**config.mk**
```make
export PLATFORM = sky130hd
export DESIGN_NAME = instr_mem_loader_flat
export DESIGN_NICKNAME = d
export VERILOG_FILES = /design/src/rtl/instr_mem_loader_pkg.sv /design/src/rtl/instr_mem_loader_if.sv /design/src/rtl/instr_mem_loader_packer.sv /design/src/rtl/instr_mem_loader.sv /design/src/flat_wrapper.sv
export SDC_FILE = /design/constraint.sdc
export NUM_CORES = 1
export LEC_CHECK = 0
export ABC_CLOCK_PERIOD_IN_PS = 5800
export CAP_MARGIN = 5
export CORE_ASPECT_RATIO = 0.5
export CORE_UTILIZATION = 57
export CTS_BUF_LIST = sky130_fd_sc_hd__clkbuf_4
export CTS_CLUSTER_SIZE = 14
export DETAILED_ROUTE_END_ITERATION = 8
export GPL_TIMING_DRIVEN = 0
export PLACE_DENSITY = 0.91
export SETUP_SLACK_MARGIN = 0.4
export SKIP_LAST_GASP = 1
export SYNTH_ARGS = -nofsm -noshare
export SYNTH_HDL_FRONTEND = slang
export SYNTH_SLANG_ARGS = --single-unit
```
**constraint.sdc**
```tcl
create_clock -name clk -period 5.8 [get_ports clk]
set_clock_uncertainty 0.1 [all_clocks]
set_input_delay 1.74 -clock clk [delete_from_list [all_inputs] [get_ports clk]]
set_output_delay 1.74 -clock clk [all_outputs]
set_load 0.005 [all_outputs]
```
**src/rtl/instr_mem_loader_pkg.sv**
```systemverilog
`default_nettype none
// ============================================================================
// Module   : mips_loader_pkg
// Purpose  : Shared types and constants for the instruction-memory loader:
//            controller state encoding and instruction word geometry.
// Ports    : none (package)
// Options  : LOADER_CHECKSUM_EN (used by instr_mem_loader, not here)
// Revision : 1.0 - initial release
// ============================================================================
package mips_loader_pkg;

    localparam int BYTES_PER_WORD = 4;
    localparam int WORD_W         = 32;
    localparam int BCNT_W         = $clog2(BYTES_PER_WORD);

    typedef enum logic [1:0] {
        LD_IDLE = 2'd0,
        LD_LOAD = 2'd1,
        LD_DONE = 2'd2
    } ld_state_t;

endpackage
`default_nettype wire

```
**src/rtl/instr_mem_loader_if.sv**
```systemverilog
`default_nettype none
// ============================================================================
// Module   : instr_mem_loader_if
// Purpose  : Groups the byte-stream handshake (in_data/in_valid/in_ready)
//            and the instruction-memory write port (mem_we/mem_addr/
//            mem_wdata) seen by the loader.
// Modports : slave  - the loader (consumes bytes, drives memory writes)
//            master - the host/memory side (drives bytes, observes writes)
// Revision : 1.0 - initial release
// ============================================================================
interface instr_mem_loader_if
    import mips_loader_pkg::*;
#(
    parameter int AW = 5
);
    logic [7:0]        in_data;
    logic              in_valid;
    logic              in_ready;
    logic              mem_we;
    logic [AW-1:0]     mem_addr;
    logic [WORD_W-1:0] mem_wdata;

    modport slave (
        input  in_data, in_valid,
        output in_ready, mem_we, mem_addr, mem_wdata
    );

    modport master (
        output in_data, in_valid,
        input  in_ready, mem_we, mem_addr, mem_wdata
    );
endinterface
`default_nettype wire

```
**src/rtl/instr_mem_loader_packer.sv**
```systemverilog
`default_nettype none
// ============================================================================
// Module   : byte_word_packer
// Purpose  : Assembles big-endian 32-bit words from a byte stream. The first
//            byte of a word lands in bits [31:24].
// Ports    : clk, reset     - clock, asynchronous active-high reset
//            i_clr          - discard any partial word
//            i_byte_en      - a byte is transferred this cycle
//            i_byte         - the byte being transferred
//            o_word_done    - this transfer completes a word (combinational)
//            o_word_valid   - one-cycle pulse the cycle after a word completes
//            o_word         - last completed word, held until the next one
// Revision : 1.0 - initial release
// ============================================================================
module byte_word_packer
    import mips_loader_pkg::*;
(
    input  logic              clk,
    input  logic              reset,
    input  logic              i_clr,
    input  logic              i_byte_en,
    input  logic [7:0]        i_byte,
    output logic              o_word_done,
    output logic              o_word_valid,
    output logic [WORD_W-1:0] o_word
);

    localparam logic [BCNT_W-1:0] c_last_byte = BCNT_W'(BYTES_PER_WORD - 1);

    logic [BCNT_W-1:0] r_cnt;
    // Only the first three bytes need holding; the fourth goes straight
    // into the output word register.
    logic [WORD_W-9:0] r_shift;
    logic              r_word_valid;
    logic [WORD_W-1:0] r_word;

    assign o_word_done  = i_byte_en && (r_cnt == c_last_byte);
    assign o_word_valid = r_word_valid;
    assign o_word       = r_word;

    always_ff @(posedge clk or posedge reset) begin
        if (reset) begin
            r_cnt        <= '0;
            r_shift      <= '0;
            r_word_valid <= 1'b0;
            r_word       <= '0;
        end else begin
            r_word_valid <= o_word_done && !i_clr;
            if (i_clr) begin
                r_cnt   <= '0;
                r_shift <= '0;
            end else if (i_byte_en) begin
                r_cnt   <= r_cnt + 1'b1;
                r_shift <= {r_shift[WORD_W-17:0], i_byte};
            end
            if (o_word_done && !i_clr) begin
                r_word <= {r_shift, i_byte};
            end
        end
    end

endmodule
`default_nettype wire

```
**src/rtl/instr_mem_loader.sv**
```systemverilog
`default_nettype none
// ============================================================================
// Module   : instr_mem_loader
// Purpose  : Loads a program into instruction memory from a byte stream.
//            Bytes are packed big-endian into 32-bit words and written to
//            consecutive word addresses from 0. busy holds the processor
//            off while loading; done flags a completed session.
// Ports    : clk, reset       - clock, asynchronous active-high reset
//            start, abort     - session control (abort has priority)
//            num_words        - words to load, sampled on accepted start
//            bus (slave)      - byte stream in, memory write port out
//            busy, done       - session status
//            error            - num_words exceeded DEPTH at start
//            words_written    - words written this session
//            expected_sum,    - (LOADER_CHECKSUM_EN only) XOR checksum of
//            sum_ok             all written words compared on completion
// Options  : LOADER_CHECKSUM_EN - adds the XOR checksum ports and logic
// Revision : 1.0 - initial release
// ============================================================================
module instr_mem_loader
    import mips_loader_pkg::*;
#(
    parameter int DEPTH = 32,
    parameter int AW    = 5
)
(
    input  logic              clk,
    input  logic              reset,
    input  logic              start,
    input  logic              abort,
    input  logic [AW:0]       num_words,
`ifdef LOADER_CHECKSUM_EN
    input  logic [WORD_W-1:0] expected_sum,
    output logic              sum_ok,
`endif
    instr_mem_loader_if.slave bus,
    output logic              busy,
    output logic              done,
    output logic              error,
    output logic [AW:0]       words_written
);

    localparam logic [AW:0] c_depth = (AW+1)'(DEPTH);

    ld_state_t         r_state;
    ld_state_t         w_next_state;

    logic [AW:0]       r_target;
    logic [AW:0]       r_words_written;
    logic              r_error;
    logic [AW-1:0]     r_mem_addr;

    logic              w_start_acc;
    logic              w_start_err;
    logic              w_start_empty;
    logic              w_last;
    logic              w_in_ready;
    logic              w_byte_acc;
    logic              w_clr;
    logic              w_word_done;
    logic              w_word_valid;
    logic [WORD_W-1:0] w_word;

    // Start is only honoured outside LOAD, and abort overrides it.
    assign w_start_acc   = start && !abort && (r_state != LD_LOAD);
    assign w_start_err   = num_words > c_depth;
    assign w_start_empty = (num_words == '0);
    // True while the write in flight is the final word of the session.
    assign w_last        = ((r_words_written + 1'b1) == r_target);
    assign w_byte_acc    = bus.in_valid && w_in_ready;
    assign w_clr         = w_start_acc || abort;

    byte_word_packer u_packer (
        .clk          (clk),
        .reset        (reset),
        .i_clr        (w_clr),
        .i_byte_en    (w_byte_acc),
        .i_byte       (bus.in_data),
        .o_word_done  (w_word_done),
        .o_word_valid (w_word_valid),
        .o_word       (w_word)
    );

    // ---------------------------------------------------------------- FSM
    always_ff @(posedge clk or posedge reset) begin
        if (reset) begin
            r_state <= LD_IDLE;
        end else begin
            r_state <= w_next_state;
        end
    end

    always_comb begin
        w_next_state = r_state;
        case (r_state)
            LD_IDLE, LD_DONE: begin
                if (abort) begin
                    w_next_state = LD_IDLE;
                end else if (start) begin
                    w_next_state = (w_start_empty || w_start_err) ? LD_DONE : LD_LOAD;
                end
            end
            LD_LOAD: begin
                // A write already in flight completes even when aborting;
                // abort only decides where the session ends up.
                if (abort) begin
                    w_next_state = LD_IDLE;
                end else if (w_word_valid && w_last) begin
                    w_next_state = LD_DONE;
                end
            end
            default: w_next_state = LD_IDLE;
        endcase
    end

    always_comb begin
        w_in_ready = 1'b0;
        busy       = 1'b0;
        done       = 1'b0;
        case (r_state)
            LD_LOAD: begin
                busy       = 1'b1;
                // Stop accepting once the final word is complete, so no
                // byte is taken that would never be written.
                w_in_ready = !abort && !(w_word_valid && w_last);
            end
            LD_DONE: done = 1'b1;
            default: ;
        endcase
    end

    // ----------------------------------------------------------- datapath
    always_ff @(posedge clk or posedge reset) begin
        if (reset) begin
            r_target        <= '0;
            r_words_written <= '0;
            r_error         <= 1'b0;
            r_mem_addr      <= '0;
        end else begin
            if (w_start_acc) begin
                r_target        <= num_words;
                r_words_written <= '0;
                r_error         <= w_start_err;
            end else if (w_word_valid) begin
                r_words_written <= r_words_written + 1'b1;
            end
            // Address is captured with the word so both hold between writes.
            if (w_word_done) begin
                r_mem_addr <= r_words_written[AW-1:0];
            end
        end
    end

    assign bus.in_ready  = w_in_ready;
    assign bus.mem_we    = w_word_valid;
    assign bus.mem_addr  = r_mem_addr;
    assign bus.mem_wdata = w_word;
    assign words_written = r_words_written;
    assign error         = r_error;

`ifdef LOADER_CHECKSUM_EN
    logic [WORD_W-1:0] r_expected;
    logic [WORD_W-1:0] r_xor;
    logic [WORD_W-1:0] w_xor_next;
    logic              r_sum_ok;

    assign w_xor_next = r_xor ^ w_word;

    always_ff @(posedge clk or posedge reset) begin
        if (reset) begin
            r_expected <= '0;
            r_xor      <= '0;
            r_sum_ok   <= 1'b0;
        end else begin
            if (w_start_acc) begin
                r_xor      <= '0;
                r_expected <= expected_sum;
                // An empty session completes immediately with a zero sum;
                // an oversize request never reports a good sum.
                r_sum_ok   <= w_start_empty && (expected_sum == '0);
            end else begin
                if (w_word_valid) begin
                    r_xor <= w_xor_next;
                end
                if ((r_state == LD_LOAD) && (w_next_state == LD_DONE)) begin
                    r_sum_ok <= (w_xor_next == r_expected);
                end
            end
        end
    end

    assign sum_ok = r_sum_ok;
`endif

endmodule
`default_nettype wire

```
**src/flat_wrapper.sv**
```systemverilog
// flat-port wrapper written by rule: the top's interface ports become plain ports
module instr_mem_loader_flat import mips_loader_pkg::*;
#(
    parameter int DEPTH = 32,
    parameter int AW    = 5
)
  (clk, reset, start, abort, num_words, busy, done, error, words_written, bus_in_data, bus_in_valid, bus_in_ready, bus_mem_we, bus_mem_addr, bus_mem_wdata);
  instr_mem_loader_if #(.AW(AW)) bus_i ();
  input  logic clk;
  input  logic reset;
  input  logic start;
  input  logic abort;
  input  logic [AW:0] num_words;
  output logic busy;
  output logic done;
  output logic error;
  output logic [AW:0] words_written;
  input wire logic [$bits(bus_i.in_data)-1:0] bus_in_data;
  input wire logic [$bits(bus_i.in_valid)-1:0] bus_in_valid;
  output wire logic [$bits(bus_i.in_ready)-1:0] bus_in_ready;
  output wire logic [$bits(bus_i.mem_we)-1:0] bus_mem_we;
  output wire logic [$bits(bus_i.mem_addr)-1:0] bus_mem_addr;
  output wire logic [$bits(bus_i.mem_wdata)-1:0] bus_mem_wdata;
  assign bus_i.in_data = bus_in_data;
  assign bus_i.in_valid = bus_in_valid;
  assign bus_in_ready = bus_i.in_ready;
  assign bus_mem_we = bus_i.mem_we;
  assign bus_mem_addr = bus_i.mem_addr;
  assign bus_mem_wdata = bus_i.mem_wdata;
  instr_mem_loader #(.DEPTH(DEPTH), .AW(AW)) u_core (.clk(clk), .reset(reset), .start(start), .abort(abort), .num_words(num_words), .bus(bus_i), .busy(busy), .done(done), .error(error), .words_written(words_written));
endmodule
```
==> impl_metrics.prom <==
# TYPE chip_impl_metric gauge
chip_impl_metric{name="effective_utilization_at_floorplan",unit="%"} 59.7
chip_impl_metric{name="timing_limited_maximum_frequency",unit="MHz"} 198
chip_impl_metric{name="core_region_area",unit="sq mm"} 0.00552
chip_impl_metric{name="clock_path_buffers",unit=""} 2
chip_impl_metric{name="die_h",unit="microns"} 55.8
chip_impl_metric{name="routed_wire_length_per_instance",unit="microns"} 17.2
chip_impl_metric{name="maxSlewViolCount",unit=""} 0
chip_impl_info{name="rsz_0062_raised_after_global_routing",value="no"} 1
chip_impl_metric{name="hold_viol",unit=""} 0
chip_impl_metric{name="initial_antenna_violation_count",unit=""} 0
chip_impl_metric{name="grt_start_max_net_pins",unit=""} 80
chip_impl_metric{name="synthesis_stage_register_bit_count",unit=""} 79
chip_impl_metric{name="worst_ep_required_time",unit="ps"} 3960
chip_impl_info{name="worstHoldPathType",value="flip-flop to flip-flop"} 1
chip_impl_metric{name="switching_share",unit="%"} 25.4
chip_impl_metric{name="drt-vias-per-instance",unit=""} 5.60
chip_impl_metric{name="fillerInstances",unit=""} 346
chip_impl_metric{name="cellPowerDensity",unit="mW/mm^2"} 234
chip_impl_info{name="critical_path.startpoint_type",value="input port"} 1
chip_impl_metric{name="final_period_minus_worst_setup_slack",unit="ps"} 5040
chip_impl_metric{name="global_route_wire_length_before_repair",unit="microns"} 11000
chip_impl_metric{name="cts_resized",unit=""} 0
chip_impl_info{name="cts_tree",value="built"} 1
chip_impl_metric{name="num_vias",unit=""} 2140
chip_impl_metric{name="share_clk_of_total_power",unit="%"} 33.8
chip_impl_info{name="clk_root_buffer_cell",value="sky130_fd_sc_hd__clkbuf_4"} 1
chip_impl_metric{name="worst_skew_pair.late_latency",unit="ps"} 440
chip_impl_metric{name="first_pass_iters",unit=""} 6
chip_impl_metric{name="netlist-cell-type-count",unit=""} 34
chip_impl_metric{name="register_area",unit="sq mm"} 0.00198
chip_impl_metric{name="place.port_buffers",unit=""} 66
chip_impl_metric{name="initialDrtViolationCount",unit=""} 84
chip_impl_metric{name="num_io_pins",unit=""} 67
chip_impl_metric{name="power.share.combinational",unit="%"} 7.9
chip_impl_metric{name="post_synthesis_sequential_area_ratio",unit="%"} 60.0
chip_impl_info{name="synth_top_cell_by_area",value="sky130_fd_sc_hd__dfrtp_1"} 1
chip_impl_metric{name="final_setup_violation_count",unit=""} 0
chip_impl_metric{name="die_width",unit="microns"} 110
chip_impl_metric{name="switching_power",unit="W"} 0.000249
chip_impl_metric{name="setup_tns",unit="ps"} 0
chip_impl_metric{name="antenna-diode-count",unit=""} 0
chip_impl_metric{name="clock-sinks",unit=""} 79
chip_impl_metric{name="fp.dieArea",unit="sq mm"} 0.00611
chip_impl_metric{name="number_of_buffers_created_by_cts",unit=""} 9
chip_impl_info{name="timing.setup.critical_path_class",value="input port to primary output"} 1
chip_impl_info{name="end_kind",value="primary output"} 1
chip_impl_metric{name="synthesis.area",unit="sq mm"} 0.00329
chip_impl_metric{name="grt_pass1_vias",unit=""} 2236
chip_impl_metric{name="synth_top_area_share",unit="%"} 60.0
chip_impl_metric{name="global_route_usage_over_all_layers",unit="%"} 24.8
chip_impl_metric{name="hold_buffers",unit=""} 0
chip_impl_metric{name="timing.final.crit_share",unit="%"} 86.9
chip_impl_metric{name="max_cap_violations",unit=""} 0
chip_impl_metric{name="gp_congestion",unit=""} 0.769
chip_impl_metric{name="preCtsSetupSlack",unit="ps"} 754
chip_impl_metric{name="clock_tree.htree_level_count",unit=""} 3
chip_impl_info{name="final_common_cell",value="sky130_fd_sc_hd__dfrtp_1"} 1
chip_impl_info{name="post_synth_main_area_contributors",value="sky130_fd_sc_hd__dfrtp_1, sky130_fd_sc_hd__mux2_4, sky130_fd_sc_hd__mux2_2"} 1
chip_impl_metric{name="postCtsSetupRepairBufs",unit=""} 0
chip_impl_metric{name="yosys_warnings",unit=""} 0
chip_impl_metric{name="seq_power_share",unit="%"} 58.3
chip_impl_metric{name="dp_hpwl",unit="microns"} 4570
chip_impl_metric{name="flow.area_growth_from_synthesis",unit="%"} 27.2
chip_impl_metric{name="multi_input_area",unit="sq mm"} 0.00122
chip_impl_metric{name="maximum_ir_drop_on_the_vdd_rail",unit="uV"} 140
chip_impl_metric{name="globalRoute.totalOverflow",unit=""} 0
chip_impl_metric{name="number_of_nets_at_the_end_of_the_flow",unit=""} 325
chip_impl_metric{name="postRouteAntennaNets",unit=""} 0
chip_impl_metric{name="layout_setup_ws",unit="ps"} 762
chip_impl_metric{name="worst_slew_pin_slew",unit="ps"} 928
chip_impl_metric{name="postSynthCellCount",unit=""} 227
chip_impl_metric{name="leakage",unit="nW"} 1.94
chip_impl_metric{name="internal_power",unit="W"} 0.000730
chip_impl_metric{name="drcViolationCount",unit=""} 1
chip_impl_metric{name="r2r_setup_slack",unit="ps"} 3170
chip_impl_metric{name="cp_data_arrival_time",unit="ps"} 3200
chip_impl_info{name="run_status",value="complete, but fails checks"} 1
chip_impl_metric{name="syn_area_per_cell",unit="sq um"} 14.5
chip_impl_metric{name="clock_slew_seen_by_the_registers_of_the_worst_setup_and_hold_paths",unit="ps"} 130
chip_impl_info{name="layout.cells.most_common_list",value="sky130_fd_sc_hd__dfrtp_1, sky130_fd_sc_hd__clkdlybuf4s50_1, sky130_fd_sc_hd__a22o_1"} 1
chip_impl_metric{name="critPathMaxFanout",unit=""} 5
chip_impl_metric{name="slew_headroom",unit="%"} 38.2
chip_impl_metric{name="placementRows",unit=""} 19
chip_impl_metric{name="totalWireLength",unit="microns"} 6570
chip_impl_metric{name="drive_gt1_share",unit="%"} 24.6
chip_impl_info{name="violations_in_the_final_reports",value="DRC"} 1
chip_impl_metric{name="mappedNetlistNets",unit=""} 248
worst max-delay path, stage by stage:
cell                              delay (ps)
sky130_fd_sc_hd__clkdlybuf4s50_1         470
sky130_fd_sc_hd__nor2b_1                 270
sky130_fd_sc_hd__a21boi_0                200
sky130_fd_sc_hd__clkdlybuf4s50_1         520
Yosys cell counts, drive strengths merged:
cell    number
a22o        25
dfrtp       79
nor2b        6
nor4b        1
and4         1
a21boi       2
nor2         8
inv          3
a41oi        1
nand3        6
o21ba        1
ha           2
mux2        43
o21ai        2
xnor2        6
a21oi        4
nand2        4
or4          1
xor2         6
a31oi        1
a211oi       1
o22ai        1
mux2i        1
and3b        1
or3          1
buf         11
nand4        2
a31o         1
a211o        1
nor3b        2
clkbuf       3
routing by layer:
metal	up-vias	track usage [%]	share of wire, %
met5	-	0	0
met4	0	10.1	1.4
met3	13	9.37	5.0
met2	62	38.5	50
met1	1088	31.5	44
li1	977	-	-
registers in the layout, indices dropped and copies added, names as in the netlist:
| name | count |
|---|---|
| u_core.bus.mem_addr | 5 |
| u_core.u_packer.r_cnt | 2 |
| u_core.u_packer.r_shift | 24 |
| u_core.words_written | 6 |
| u_core.u_packer.o_word | 32 |
| u_core.u_packer.o_word_valid | 1 |
| u_core.r_state | 2 |
| u_core.r_target | 6 |
| u_core.error | 1 |
cells by family after synthesis:
| family | count (synthesis) | synth area share (%) |
|---|---|---|
| AOI/OAI and AO/OA | 40 | 10.0 |
| xor gates and xnor gates | 12 | 3.19 |
| adders and majority gates | 2 | 0.759 |
| buffers and inverters | 17 | 2.92 |
| DFF | 79 | 60.0 |
| muxes | 44 | 17.2 |
| and+or+nand+nor | 33 | 5.92 |
cell type report:
type | count | area share (%)
Clock buffer | 9 | 1.61
Buffer | 14 | 2.03
Tap cell | 73 | 2.18
Clock inverter | 7 | 1.73
Timing Repair Buffer | 66 | 15.8
Sequential cell | 79 | 47.2
Multi-Input combinational cell | 131 | 29.2
Inverter | 3 | 0.329
power groups by stage:
stage	Sequential, W	Clock (W)	Combinational [W]
final	0.000570	0.000331	0.0000775
after detailed placement	0.000581	0	0.0000782
after global routing	0.000572	0.000362	0.0000858
after global placement	0.000580	0	0.0000742
after CTS	0.000571	0.000340	0.0000786
after floorplan	0.000579	0	0.0000472
final timing paths:
check | from | endpoint | cells after the start
worst max-delay path | abort | bus_in_ready | 4
worst min-delay path | u_core.u_packer.o_word[14] | u_core.u_packer.o_word[14] | 1
worst max register to register | u_core.words_written[0] | u_core.u_packer.r_shift[23] | 7
worst min register to register | u_core.u_packer.o_word[14] | u_core.u_packer.o_word[14] | 1
max in group asynchronous | reset | u_core.u_packer.o_word[28] | 2
min in group asynchronous | reset | u_core.bus.mem_addr[0] | 2
stage by stage:
step                instances  cell area, sq um  total power [W]  hold slack [ps]  util [%]
global route              382              4190          0.00102              442      76.0
CTS                       382              4190         0.000989              421      76.0
floorplan                 227              3290         0.000626              360         -
global placement          366              4050         0.000654              380      73.4
detailed placement        366              4050         0.000659              384      73.4
finish                    382              4190         0.000979              420      76.0
No activity file was read; power rests on OpenSTA's default activity.
